<file path="src/rtl/fifo_drain_pkg.sv">
// Shared defaults and FSM state type for the fifo_drain read controller.
package fifo_drain_pkg;

   localparam int DEF_DW        = 8;
   localparam int DEF_AW        = 4;
   localparam int DEF_BURST_LEN = 4;

   typedef enum logic {
      IDLE  = 1'b0,
      BURST = 1'b1
   } state_t;

endpackage

</file>
<file path="src/rtl/fifo_drain_skid.sv">
// Two-entry in-order output buffer: tail write, head pop, registered head data.
module fifo_drain_skid
   import fifo_drain_pkg::*;
#(
   parameter int DW = DEF_DW
) (
   input  logic          clk,
   input  logic          rst_n,
   input  logic          i_wr,
   input  logic [DW-1:0] i_wdata,
   input  logic          i_pop,
   output logic [DW-1:0] o_head,
   output logic [1:0]    o_occ
);

   logic [DW-1:0] r_mem0;
   logic [DW-1:0] r_mem1;
   logic [1:0]    r_occ;

   // r_mem0 is always the head; a pop shifts r_mem1 forward.
   always_ff @(posedge clk) begin
      if (!rst_n) begin
         r_mem0 <= '0;
         r_mem1 <= '0;
         r_occ  <= 2'd0;
      end else begin
         case ({i_wr, i_pop})
            2'b11: begin
               if (r_occ == 2'd1) begin
                  r_mem0 <= i_wdata;
               end else begin
                  r_mem0 <= r_mem1;
                  r_mem1 <= i_wdata;
               end
            end
            2'b01: begin
               r_mem0 <= r_mem1;
               r_occ  <= r_occ - 2'd1;
            end
            2'b10: begin
               if (r_occ == 2'd0) begin
                  r_mem0 <= i_wdata;
               end else begin
                  r_mem1 <= i_wdata;
               end
               r_occ <= r_occ + 2'd1;
            end
            default: ;
         endcase
      end
   end

   assign o_head = r_mem0;
   assign o_occ  = r_occ;

endmodule

</file>
<file path="src/rtl/fifo_drain.sv">
// Drains an upstream FIFO (1-cycle read latency) into a valid/ready stream.
// Define FIFO_DRAIN_BURST_EN to read only in bursts of BURST_LEN words.
module fifo_drain
   import fifo_drain_pkg::*;
#(
   parameter int DW        = DEF_DW,
   parameter int AW        = DEF_AW,
   parameter int BURST_LEN = DEF_BURST_LEN
) (
   input  logic          clk,
   input  logic          rst_n,
   input  logic          en,
   input  logic [AW:0]   fifo_use,
   output logic          fifo_rd,
   input  logic [DW-1:0] fifo_data,
   output logic          out_valid,
   input  logic          out_ready,
   output logic [DW-1:0] out_data,
   output logic [15:0]   out_cnt,
   output state_t        dbg_state
);

   // Handshake: a word transfers on a rising edge where out_valid && out_ready;
   // out_valid never waits on out_ready and out_data holds until the transfer.
   logic        r_inflight;
   logic [15:0] r_cnt;
   logic [1:0]  w_occ;
   logic [2:0]  w_level;
   logic        w_pop;
   logic        w_rd_ok;
   logic        w_rd;

   assign out_valid = (w_occ != 2'd0);
   assign w_pop     = out_valid & out_ready;
   // Words owned after this edge if no read is issued; a read needs a free slot.
   assign w_level   = 3'(w_occ) + 3'(r_inflight) - 3'(w_pop);
   assign w_rd_ok   = rst_n & en & (fifo_use != '0) & (w_level < 3'd2);

`ifdef FIFO_DRAIN_BURST_EN
   localparam int          CW        = $clog2(BURST_LEN + 1);
   localparam logic [AW:0] BURST_USE = (AW+1)'(BURST_LEN);

   state_t          r_state;
   logic [CW-1:0]   r_burst;

   assign w_rd = w_rd_ok & (r_state == BURST);

   always_ff @(posedge clk) begin
      if (!rst_n) begin
         r_state <= IDLE;
         r_burst <= '0;
      end else begin
         case (r_state)
            IDLE: begin
               if (en && (fifo_use >= BURST_USE)) begin
                  r_state <= BURST;
                  r_burst <= CW'(BURST_LEN);
               end
            end
            BURST: begin
               if (w_rd) begin
                  r_burst <= r_burst - CW'(1);
                  if (r_burst == CW'(1)) begin
                     r_state <= IDLE;
                  end
               end
            end
            default: r_state <= IDLE;
         endcase
      end
   end

   assign dbg_state = r_state;
`else
   assign w_rd      = w_rd_ok;
   assign dbg_state = IDLE;
`endif

   always_ff @(posedge clk) begin
      if (!rst_n) begin
         r_inflight <= 1'b0;
         r_cnt      <= 16'd0;
      end else begin
         r_inflight <= w_rd;
         r_cnt      <= r_cnt + 16'(w_pop);
      end
   end

   fifo_drain_skid #(
      .DW (DW)
   ) u_skid (
      .clk     (clk),
      .rst_n   (rst_n),
      .i_wr    (r_inflight),
      .i_wdata (fifo_data),
      .i_pop   (w_pop),
      .o_head  (out_data),
      .o_occ   (w_occ)
   );

   assign fifo_rd = w_rd;
   assign out_cnt = r_cnt;

endmodule

</file>
<file path="config.mk">
export PLATFORM = sky130hd
export DESIGN_NAME = fifo_drain
export DESIGN_NICKNAME = d
export VERILOG_FILES = /design/src/rtl/fifo_drain_pkg.sv /design/src/rtl/fifo_drain_skid.sv /design/src/rtl/fifo_drain.sv
export SDC_FILE = /design/constraint.sdc
export NUM_CORES = 1
export LEC_CHECK = 0
export ABC_CLOCK_PERIOD_IN_PS = 5200
export BUFFER_PORTS_ARGS = -buffer_cell sky130_fd_sc_hd__buf_2
export CORE_MARGIN = 8
export CORE_UTILIZATION = 35
export DETAILED_ROUTE_END_ITERATION = 8
export GPL_TIMING_DRIVEN = 1
export MAX_ROUTING_LAYER = met4
export PLACE_DENSITY_LB_ADDON = 0.12
export SYNTH_ARGS = -nofsm -noshare
export SYNTH_HDL_FRONTEND = slang
export SYNTH_SLANG_ARGS = --single-unit
</file>
<file path="constraint.sdc">
create_clock -name clk -period 5.2 [get_ports clk]
set_input_delay 1.04 -clock clk [delete_from_list [all_inputs] [get_ports clk]]
set_output_delay 1.04 -clock clk [all_outputs]
set_load 0.02 [all_outputs]
</file>
==> results of run 1 <==
power groups by stage:
stage                     clock network, mW  logic (mW)  registers, mW
after global placement                    0       0.395          0.366
final                                 0.254       0.393          0.363
after global routing                  0.279       0.439          0.369
after CTS                             0.264       0.394          0.361
after detailed placement                  0       0.389          0.366
after floorplan                           0       0.266          0.397
logic make-up (layout without fill, tap and decap cells):
family	after synthesis	in the layout	synth area share, %
XOR/XNOR	15	15	8.083
buffers and inverters	17	58	4.542
AND/OR/NAND/NOR	69	69	23.33
other	1	1	0.2307
adder cells (fa/ha/maj)	5	5	4.311
AO/OA/AOI/OAI	31	31	11.47
multiplexers	8	8	4.927
flip-flops	35	35	43.11
per-stage QoR:
stage | power [mW] | cell area (sq um) | std cells | setup slack, ns
final | 1.010 | 1974 | 274 | 1.386
after global routing | 1.086 | 1974 | 274 | 1.192
after CTS | 1.020 | 1974 | 274 | 1.389
after detailed placement | 0.7550 | 1857 | 266 | 1.401
after global placement | 0.7610 | 1857 | 266 | 1.469
after floorplan | 0.6625 | 1625 | 181 | 1.514
layer usage:
layer	wire (microns)	track usage (%)	vias up
li1	-	-	709
met1	1758	12.54	606
met2	1695	16.16	48
met3	248	4.541	6
met4	40	4.239	0
met5	0	-	-
sequential cells by signal (all words and copies together) (netlist names):
register,count
out_cnt,16
u_skid.o_occ,2
u_skid.o_head,8
u_skid.r_mem1,8
r_inflight,1
final cells by class:
cell class | count | area, sq um
clock buffer | 6 | 82.58
clock inverter | 2 | 35.03
fill | 458 | 2440
inverter | 8 | 30.03
multi-input combinational | 129 | 850.8
sequential | 35 | 700.7
tap | 52 | 65.06
timing repair buffer | 42 | 210.2
worst min-delay path, stage by stage (launching register included):
cell and delay (ns):
dfxtp_1 0.32, mux2i_1 0.07, nor2_1 0.08
cell usage in the layout, fill, tap and decap left out:
master	netlist	final
nor3b_1	1	1
nand3_2	2	2
nand2b_1	1	1
xor2_1	2	2
and2_1	3	3
a21oi_1	12	12
clkbuf_8	0	6
conb_1	1	1
clkinv_2	0	1
nor4_2	4	4
o221ai_1	8	8
bufinv_16	0	1
nor3_1	5	5
nand4_1	4	4
and3_1	1	1
o21ai_0	10	10
fa_1	1	1
nand4_2	1	1
nor2_1	24	24
xnor2_1	13	13
mux2i_1	8	8
nand2_1	9	9
ha_1	4	4
dfxtp_1	35	35
buf_2	5	42
or3_1	11	11
nand3_1	3	3
a31oi_1	1	1
inv_1	8	8
path summary, 6_finish.rpt:
| kind | start | endpoint | slack (ns) | depth (start not counted) |
|---|---|---|---|---|
| worst max-delay path | out_ready | fifo_rd | 1.39 | 9 |
| worst min-delay path | u_skid.r_mem1[1] | u_skid.r_mem1[1] | 0.50 | 2 |
| worst max register to register | u_skid.o_occ[1] | out_cnt[14] | 2.73 | 10 |
| worst min register to register | u_skid.r_mem1[1] | u_skid.r_mem1[1] | 0.50 | 2 |
==> run summary, run 1 <==
Layout cells sized above 1: 25.68%
Internal power: 637.2 uW
Yosys reg bits: 35
Top-count cell post-synth: dfxtp_1
Post-CTS setup buffers: 0
Resize count post-CTS: 0
Worst-Skew Late Latency: 0.29 ns
Layout area overhead: 21.48%
Mapped Area: 1625 sq um
Slew Limit Fails: 0
MaxCap Viol Count: 0
PwrDens: 511.4 nW/um^2
Top cells by area, synth: dfxtp_1 (43%), xnor2_1 (7.0%), nor2_1 (5.5%)
Die Ht: 84.15 microns
Fin crit period: 3.814 ns
Startpoint types: primary input
Max H-tree Level: 2
Die area: 7080 sq um
Final HPWL DP: 2.689 mm
Total track usage: 10.82%
Worst Setup Path Type: primary input to output port
Syn_area_per_cell: 8.980 sq um
Worst-path clk slew: 0.07 ns
Syn_nets: 203
Total grt overflow: 0
Async SR Flop Fraction: 0%
Yosys Warn Count: 0
Cell Chain, Critical Path: buf_2 -> nand2b_1 -> xnor2_1 -> nand2_1 -> fa_1 -> xnor2_1 -> nand4_1 -> a21oi_1 -> buf_2
Nets: 243
Gate power share: 38.9%
Final TNS setup: 0 ns
Drt wl/cell: 13.66 microns
Largest delay share family, worst path: simple AND/OR/NAND/NOR gates
CTS tree: done
Top FF cell, synth: dfxtp_1
Routability cong.: 0.7971
Io pins: 44
Final core utilization: 44.73%
Hold crit path type: flop to flop
Post-synth top area cell: dfxtp_1
Static leakage: 0.8049 nW
Initial antenna violation count: 0
Routed Antenna Nets: 0
Initial Util: 36.82%
Mapped Cells: 181
Slew margin rel.: 49.07%
Endpoints failing hold: 0
1st-pass router iterations: 4
Post-Route WL: 3.742 mm
Outcome: finished, final reports clean
Max Freq: 0.2622 GHz
Hold_ws: 0.5014 ns
Diodes inserted: 0
# rows: 24
Largest net degree at the start of global routing: 25
Vias in the first global route: 1359
Critical Path End Type: output port
Core box area: 4414 sq um
Yosys cell types: 29
Switch share: 36.89%
Number of synthesized flops with an enable pin: 0
Crit path DAT: 2.77 ns
TritonCTS buffer count: 5
Share of Yosys cell area claimed by the top area cell type: 43.11%
CTS Hold Bufs: 0
DR iter-0 viols: 49
Clk pwr share: 25.2%
Finish-stage setup viols: 0
Buffers & Inverters on Critical Path: 2
Root Driver: clkbuf_8
CTS Sinks: 35
Detailed-route DRC error count: 0
Die X: 84.15 microns
VDD IR max: 351.6 uV
Switching power: 372.4 uW
Port-buffer cells: 42
RSZ-0062 raised after global routing: false
Sequential share of power: 35.9%
First-pass GRT wire length: 6.244 mm
CP peak stage delay: 0.39 ns
Via density per instance: 4.996
CP max stage cell: fa_1
Top post-synthesis cells by count: dfxtp_1 (35), nor2_1 (24), xnor2_1 (13), a21oi_1 (12), or3_1 (11)
Period utilisation layout: 73.34%
Via count: 1369
Clk_skew: 0.007513 ns
Worst Path Required: 4.16 ns
Sequential share of the synthesized area: 43.11%
Max Fanout on Critical Path: 10
Slew at the pin closest to its max-slew limit: 0.7631 ns
CTS Buffer Depth: 2
No activity file was read; power rests on OpenSTA's default activity.
==> run 2: changes to the inputs <==
--- a/config.mk
+++ b/config.mk
@@ -5,7 +5,7 @@
 export SDC_FILE = /design/constraint.sdc
 export NUM_CORES = 1
 export LEC_CHECK = 0
-export ABC_CLOCK_PERIOD_IN_PS = 5200
+export ABC_CLOCK_PERIOD_IN_PS = 3800
 export BUFFER_PORTS_ARGS = -buffer_cell sky130_fd_sc_hd__buf_2
 export CORE_MARGIN = 8
 export CORE_UTILIZATION = 35
==> constraint.sdc (replaced) <==
create_clock -name clk -period 3.8 [get_ports clk]
set_input_delay 0.76 -clock clk [delete_from_list [all_inputs] [get_ports clk]]
set_output_delay 0.76 -clock clk [all_outputs]
set_load 0.02 [all_outputs]
==> run summary, run 2 (synthesis results as in run 1) <==
Vias in the first global route: 1312 (was 1359)
Crit path DAT: 2.66 ns (was 2.77 ns)
Diodes inserted: 0 (unchanged)
Overall power: 1.271 mW (was 1.010 mW)
Die area: 7080 sq um (unchanged)
Core box area: 4414 sq um (unchanged)
Routed Antenna Nets: 0 (unchanged)
Initial antenna violation count: 0 (unchanged)
Worst Setup Path Type: flop to output port (was primary input to output port)
Period utilisation layout: 90.01%
Final HPWL DP: 2.693 mm (was 2.689 mm)
Drt wl/cell: 13.48 microns (was 13.66 microns)
Outcome: finished, final reports clean (unchanged)
CTS tree: done (unchanged)
Post-Route WL: 3.667 mm (was 3.742 mm)
Post-CTS setup buffers: 0 (unchanged)
Resize count post-CTS: 0 (unchanged)
Routability cong.: 0.8156 (was 0.7971)
Fin crit period: 3.420 ns
Via density per instance: 4.934 (was 4.996)
Die Ht: 84.15 microns (unchanged)
Finished Layout Cells: 272 (was 274)
Final TNS setup: 0 ns (unchanged)
Slew at the pin closest to its max-slew limit: 0.7515 ns (was 0.7631 ns)
Via count: 1342 (was 1369)
Clk_skew: 0.004418 ns (was 0.007513 ns)
Internal power: 781.1 uW (was 637.2 uW)
Io pins: 44 (unchanged)
Detailed-route DRC error count: 0 (unchanged)
Total track usage: 10.70% (was 10.82%)
Largest net degree at the start of global routing: 25 (unchanged)
Layout area overhead: 18.71% (was 21.48%)
Slew Limit Fails: 0 (unchanged)
VDD IR max: 430.0 uV (was 351.6 uV)
MaxCap Viol Count: 0 (unchanged)
Startpoint types: flop (was primary input)
CTS Buffer Depth: 2 (unchanged)
Initial Util: 36.82% (unchanged)
Finish-stage setup viols: 0 (unchanged)
RSZ-0062 raised after global routing: false (unchanged)
Switch share: 38.56% (was 36.89%)
Static leakage: 0.7808 nW (was 0.8049 nW)
Endpoints failing hold: 0 (unchanged)
Die X: 84.15 microns (unchanged)
CTS Hold Bufs: 0 (unchanged)
Layout cells sized above 1: 24.55% (was 25.68%)
Gate power share: 41.8% (was 38.9%)
Total grt overflow: 0 (unchanged)
Clk pwr share: 19.5% (was 25.2%)
First-pass GRT wire length: 6.182 mm (was 6.244 mm)
Hold crit path type: flop to flop (unchanged)
Max Freq: 0.2924 GHz
Switching power: 490.2 uW (was 372.4 uW)
CTS Sinks: 35 (unchanged)
Nets: 243 (unchanged)
Max H-tree Level: 2 (unchanged)
Worst-path clk slew: 0.07 ns (about the same)
Worst Path Required: 3.04 ns (was 4.16 ns)
DR iter-0 viols: 44 (was 49)
Port-buffer cells: 42 (unchanged)
Sequential share of power: 38.7% (was 35.9%)
Root Driver: clkbuf_8 (unchanged)
Max reg flops: 16 (unchanged)
Dpl cells: 266 (unchanged)
Max Fanout on Critical Path: 11 (was 10)
Critical Path End Type: output port (unchanged)
Slew margin rel.: 49.84% (was 49.07%)
Commonest non-fill, non-tap cell in the layout: buf_2 (unchanged)
Hold_ws: 0.4906 ns (was 0.5014 ns)
Worst-Skew Late Latency: 0.28 ns (was 0.29 ns)
Commonest non-fill, non-tap cells in the layout: buf_2 (42), dfxtp_1 (35), nor2_1 (24) (unchanged)
1st-pass router iterations: 4 (unchanged)
TritonCTS buffer count: 5 (unchanged)
PwrDens: 658.9 nW/um^2 (was 511.4 nW/um^2)
# rows: 24 (unchanged)
-- run 2: cell type report --
class / count / area, sq um
clock buffers: 6 / 72.57
flip-flops and latches: 35 / 700.7
inverters: 8 / 30.03
repair buffers: 42 / 210.2
fillers: 439 / 2485
well taps: 52 / 65.06
multi-input cells: 129 / 850.8
-- run 2: routing by layer --
layer	up-vias	GRT usage [%]	share of wire [%]	wire (microns)
met5	-	-	0	0
met4	0	4.710	1.7	61
met3	7	4.348	5.4	199
met2	32	14.97	43	1578
met1	595	13.10	50	1827
li1	708	-	-	-
-- run 2: stage by stage --
step | util, % | area, sq um | setup WS [ns]
6_report | 43.71 | 1929 | 0.3798
5_1_grt | 43.71 | 1929 | 0.1178
4_1_cts | 43.71 | 1929 | 0.3450
3_5_place_dp | 42.06 | 1857 | 0.5661
3_3_place_gp | 42.06 | 1857 | 0.6223
2_1_floorplan | - | 1625 | 0.6739
-- run 2: power groups by stage --
stage	registers, mW	logic [mW]	clock network (mW)
after global placement	0.501	0.543	0
after detailed placement	0.499	0.533	0
final	0.492	0.531	0.248
after CTS	0.492	0.538	0.257
after floorplan	0.543	0.364	0
after global routing	0.503	0.598	0.268
-- run 2: worst paths after layout --
| check | startpoint | end | slack, ns | cells past startpoint |
|---|---|---|---|---|
| setup / recovery | u_skid.o_occ[1] | fifo_rd | 0.38 | 10 |
| hold / removal | u_skid.r_mem1[5] | u_skid.r_mem1[5] | 0.49 | 2 |
| setup reg to reg | u_skid.o_occ[1] | out_cnt[14] | 1.34 | 10 |
| hold reg to reg | u_skid.r_mem1[5] | u_skid.r_mem1[5] | 0.49 | 2 |
-- run 2: worst max-delay path, stage by stage, from the launching register on --
cell,delay [ns]
dfxtp_1,0.41
inv_1,0.08
ha_1,0.28
nand2b_1,0.30
xnor2_1,0.23
nand2_1,0.10
fa_1,0.39
xnor2_1,0.14
nand4_1,0.14
a21oi_1,0.13
buf_2,0.17
==> run 3: changes to the inputs <==
--- a/config.mk
+++ b/config.mk
@@ -5,10 +5,11 @@
 export SDC_FILE = /design/constraint.sdc
 export NUM_CORES = 1
 export LEC_CHECK = 0
-export ABC_CLOCK_PERIOD_IN_PS = 3800
+export ABC_CLOCK_PERIOD_IN_PS = 3350
 export BUFFER_PORTS_ARGS = -buffer_cell sky130_fd_sc_hd__buf_2
 export CORE_MARGIN = 8
 export CORE_UTILIZATION = 35
+export CTS_BUF_LIST = sky130_fd_sc_hd__clkbuf_4 sky130_fd_sc_hd__clkbuf_8
 export DETAILED_ROUTE_END_ITERATION = 8
 export GPL_TIMING_DRIVEN = 1
 export MAX_ROUTING_LAYER = met4
==> constraint.sdc (replaced) <==
create_clock -name clk -period 3.35 [get_ports clk]
set_input_delay 0.67 -clock clk [delete_from_list [all_inputs] [get_ports clk]]
set_output_delay 0.67 -clock clk [all_outputs]
set_load 0.02 [all_outputs]
==> run summary, run 3 (synthesis results as in run 1) <==
Critical Path End Type: output port (unchanged)
Final TNS setup: 0 ns (unchanged)
Max Freq: 0.3241 GHz
CTS Buffer Depth: 2 (unchanged)
TritonCTS buffer count: 5 (unchanged)
Static leakage: 0.7966 nW (was 0.7808 nW)
Initial antenna violation count: 0 (unchanged)
Crit path DAT: 2.42 ns (was 2.66 ns)
Design Area, Final: 1952 sq um (was 1929 sq um)
Final core utilization: 44.22% (was 43.71%)
Slew at the pin closest to its max-slew limit: 0.7749 ns (was 0.7515 ns)
Logic depth of the worst setup path including buffers: 10 (unchanged)
Finished Layout Cells: 273 (was 272)
CTS tree: done (unchanged)
Clk_skew: 0.005735 ns (was 0.004418 ns)
Layout area overhead: 20.09% (was 18.71%)
Post-Route WL: 3.792 mm (was 3.667 mm)
Endpoints failing hold: 0 (unchanged)
Routed Antenna Nets: 0 (unchanged)
Max Fanout on Critical Path: 11 (unchanged)
Worst-path clk slew: 0.07 ns (about the same)
Die area: 7080 sq um (unchanged)
Fin crit period: 3.086 ns
Hold_ws: 0.5018 ns (was 0.4906 ns)
Routability cong.: 0.8084 (was 0.8156)
Detailed-route DRC error count: 0 (unchanged)
Max reg flops: 16 (unchanged)
Startpoint types: flop (unchanged)
Die X: 84.15 microns (unchanged)
First-pass GRT wire length: 6.354 mm (was 6.182 mm)
CP max stage cell: dfxtp_1 (unchanged)
Worst Path Required: 2.68 ns (was 3.04 ns)
Die Ht: 84.15 microns (unchanged)
MaxCap Viol Count: 0 (unchanged)
Period utilisation layout: 92.11%
Via density per instance: 5.073 (was 4.934)
Finish-stage setup viols: 0 (unchanged)
Commonest non-fill, non-tap cells in the layout: buf_2 (42), dfxtp_1 (34), nor2_1 (24) (was buf_2 (42), dfxtp_1 (35), nor2_1 (24))
1st-pass router iterations: 4 (unchanged)
R2R depth: 10 (unchanged)
Dpl cell area: 1864 sq um (was 1857 sq um)
Place WS: 0.3130 ns (was 0.5661 ns)
Max H-tree Level: 2 (unchanged)
R2R Path Start: u_skid.o_occ[0] (was u_skid.o_occ[1])
Layout cells sized above 1: 26.70% (was 24.55%)
Largest delay share family, worst path: adder cells (unchanged)
Worst-Skew Late Latency: 0.28 ns (about the same)
Dpl cells: 267 (was 266)
Crit. Startpoint: u_skid.o_occ[0] (was u_skid.o_occ[1])
Final HPWL DP: 2.760 mm (was 2.693 mm)
VDD IR max: 569.6 uV (was 430.0 uV)
Buffers & Inverters on Critical Path: 2 (unchanged)
Overall power: 1.474 mW (was 1.271 mW)
Initial Util: 36.82% (unchanged)
Total track usage: 10.98% (was 10.70%)
Via count: 1385 (was 1342)
RSZ-0062 raised after global routing: false (unchanged)
CTS Sinks: 35 (unchanged)
CP peak stage delay: 0.39 ns (was 0.41 ns)
Port-buffer cells: 42 (unchanged)
Diodes inserted: 0 (unchanged)
Nets: 244 (was 243)
Most common cell type on the critical path: xnor2_1 (unchanged)
Slew margin rel.: 48.28% (was 49.84%)
Commonest non-fill, non-tap cell in the layout: buf_2 (unchanged)
PwrDens: 755.2 nW/um^2 (was 658.9 nW/um^2)
Drt wl/cell: 13.89 microns (was 13.48 microns)
Hold crit path type: flop to flop (unchanged)
# rows: 24 (unchanged)
Slew Limit Fails: 0 (unchanged)
Outcome: finished, final reports clean (unchanged)
Total grt overflow: 0 (unchanged)
Core box area: 4414 sq um (unchanged)
DR iter-0 viols: 53 (was 44)
Final worst slack: 0.2643 ns (was 0.3798 ns)
Worst Setup Path Type: flop to output port (unchanged)
Cell Chain, Critical Path: inv_1 -> ha_2 -> nand2b_4 -> xnor2_1 -> nand2_1 -> fa_1 -> xnor2_1 -> nand4_1 -> a21oi_1 -> buf_2 (was inv_1 -> ha_1 -> nand2b_1 -> xnor2_1 -> nand2_1 -> fa_1 -> xnor2_1 -> nand4_1 -> a21oi_1 -> buf_2)
Largest net degree at the start of global routing: 25 (unchanged)
Worst hold path depth: 2 (unchanged)
Io pins: 44 (unchanged)
Min-delay src: u_skid.r_mem1[6] (was u_skid.r_mem1[5])
Vias in the first global route: 1363 (was 1312)
Root Driver: clkbuf_8 (unchanged)
## run 3: cell count changes in the layout (fill, tap and decap cells not counted)
cell      delta
buf_4        +1
clkbuf_1     -1
clkbuf_4     +1
dfxtp_1      -1
dfxtp_2      +1
ha_1         -1
ha_2         +1
nand2b_1     -1
nand2b_4     +1
## run 3: final timing paths
path                            to  slack (ns)
setup / recovery           fifo_rd        0.26
hold / removal    u_skid.r_mem1[6]        0.50
setup reg to reg       out_cnt[14]        1.15
hold reg to reg   u_skid.r_mem1[6]        0.50
## run 3: routing by layer
layer	vias up	GRT usage, %	wire [microns]	share of wire, %
li1	706	-	-	-
met1	638	13.32	1840	49
met3	6	4.444	216	5.7
met2	35	16.23	1693	45
met4	0	3.297	42	1.1
met5	-	-	0	0
## run 3: power by group
group | switching (mW) | internal, mW | total (mW)
clock network | 0.140 | 0.147 | 0.287
logic | 0.363 | 0.263 | 0.626
registers | 0.0593 | 0.502 | 0.561
## run 3: final cells by class
class                   count  area (sq um)
well taps                  52         65.06
flip-flops and latches     35         701.9
inverters                   8         30.03
clock buffers               6         76.32
multi-input cells         129         860.8
repair buffers             43         217.7
fillers                   443          2462
## run 3: repair_timing
action | CTS | global route
resized for setup | 1 | 3
setup buffers | 0 | 0
setup endpoints to repair | 1 | 1
hold buffers | 0 | 0
## run 3: worst min-delay path, stage by stage (launching register included)
cell	delay, ns
dfxtp_1	0.33
mux2i_1	0.07
nor2_1	0.07
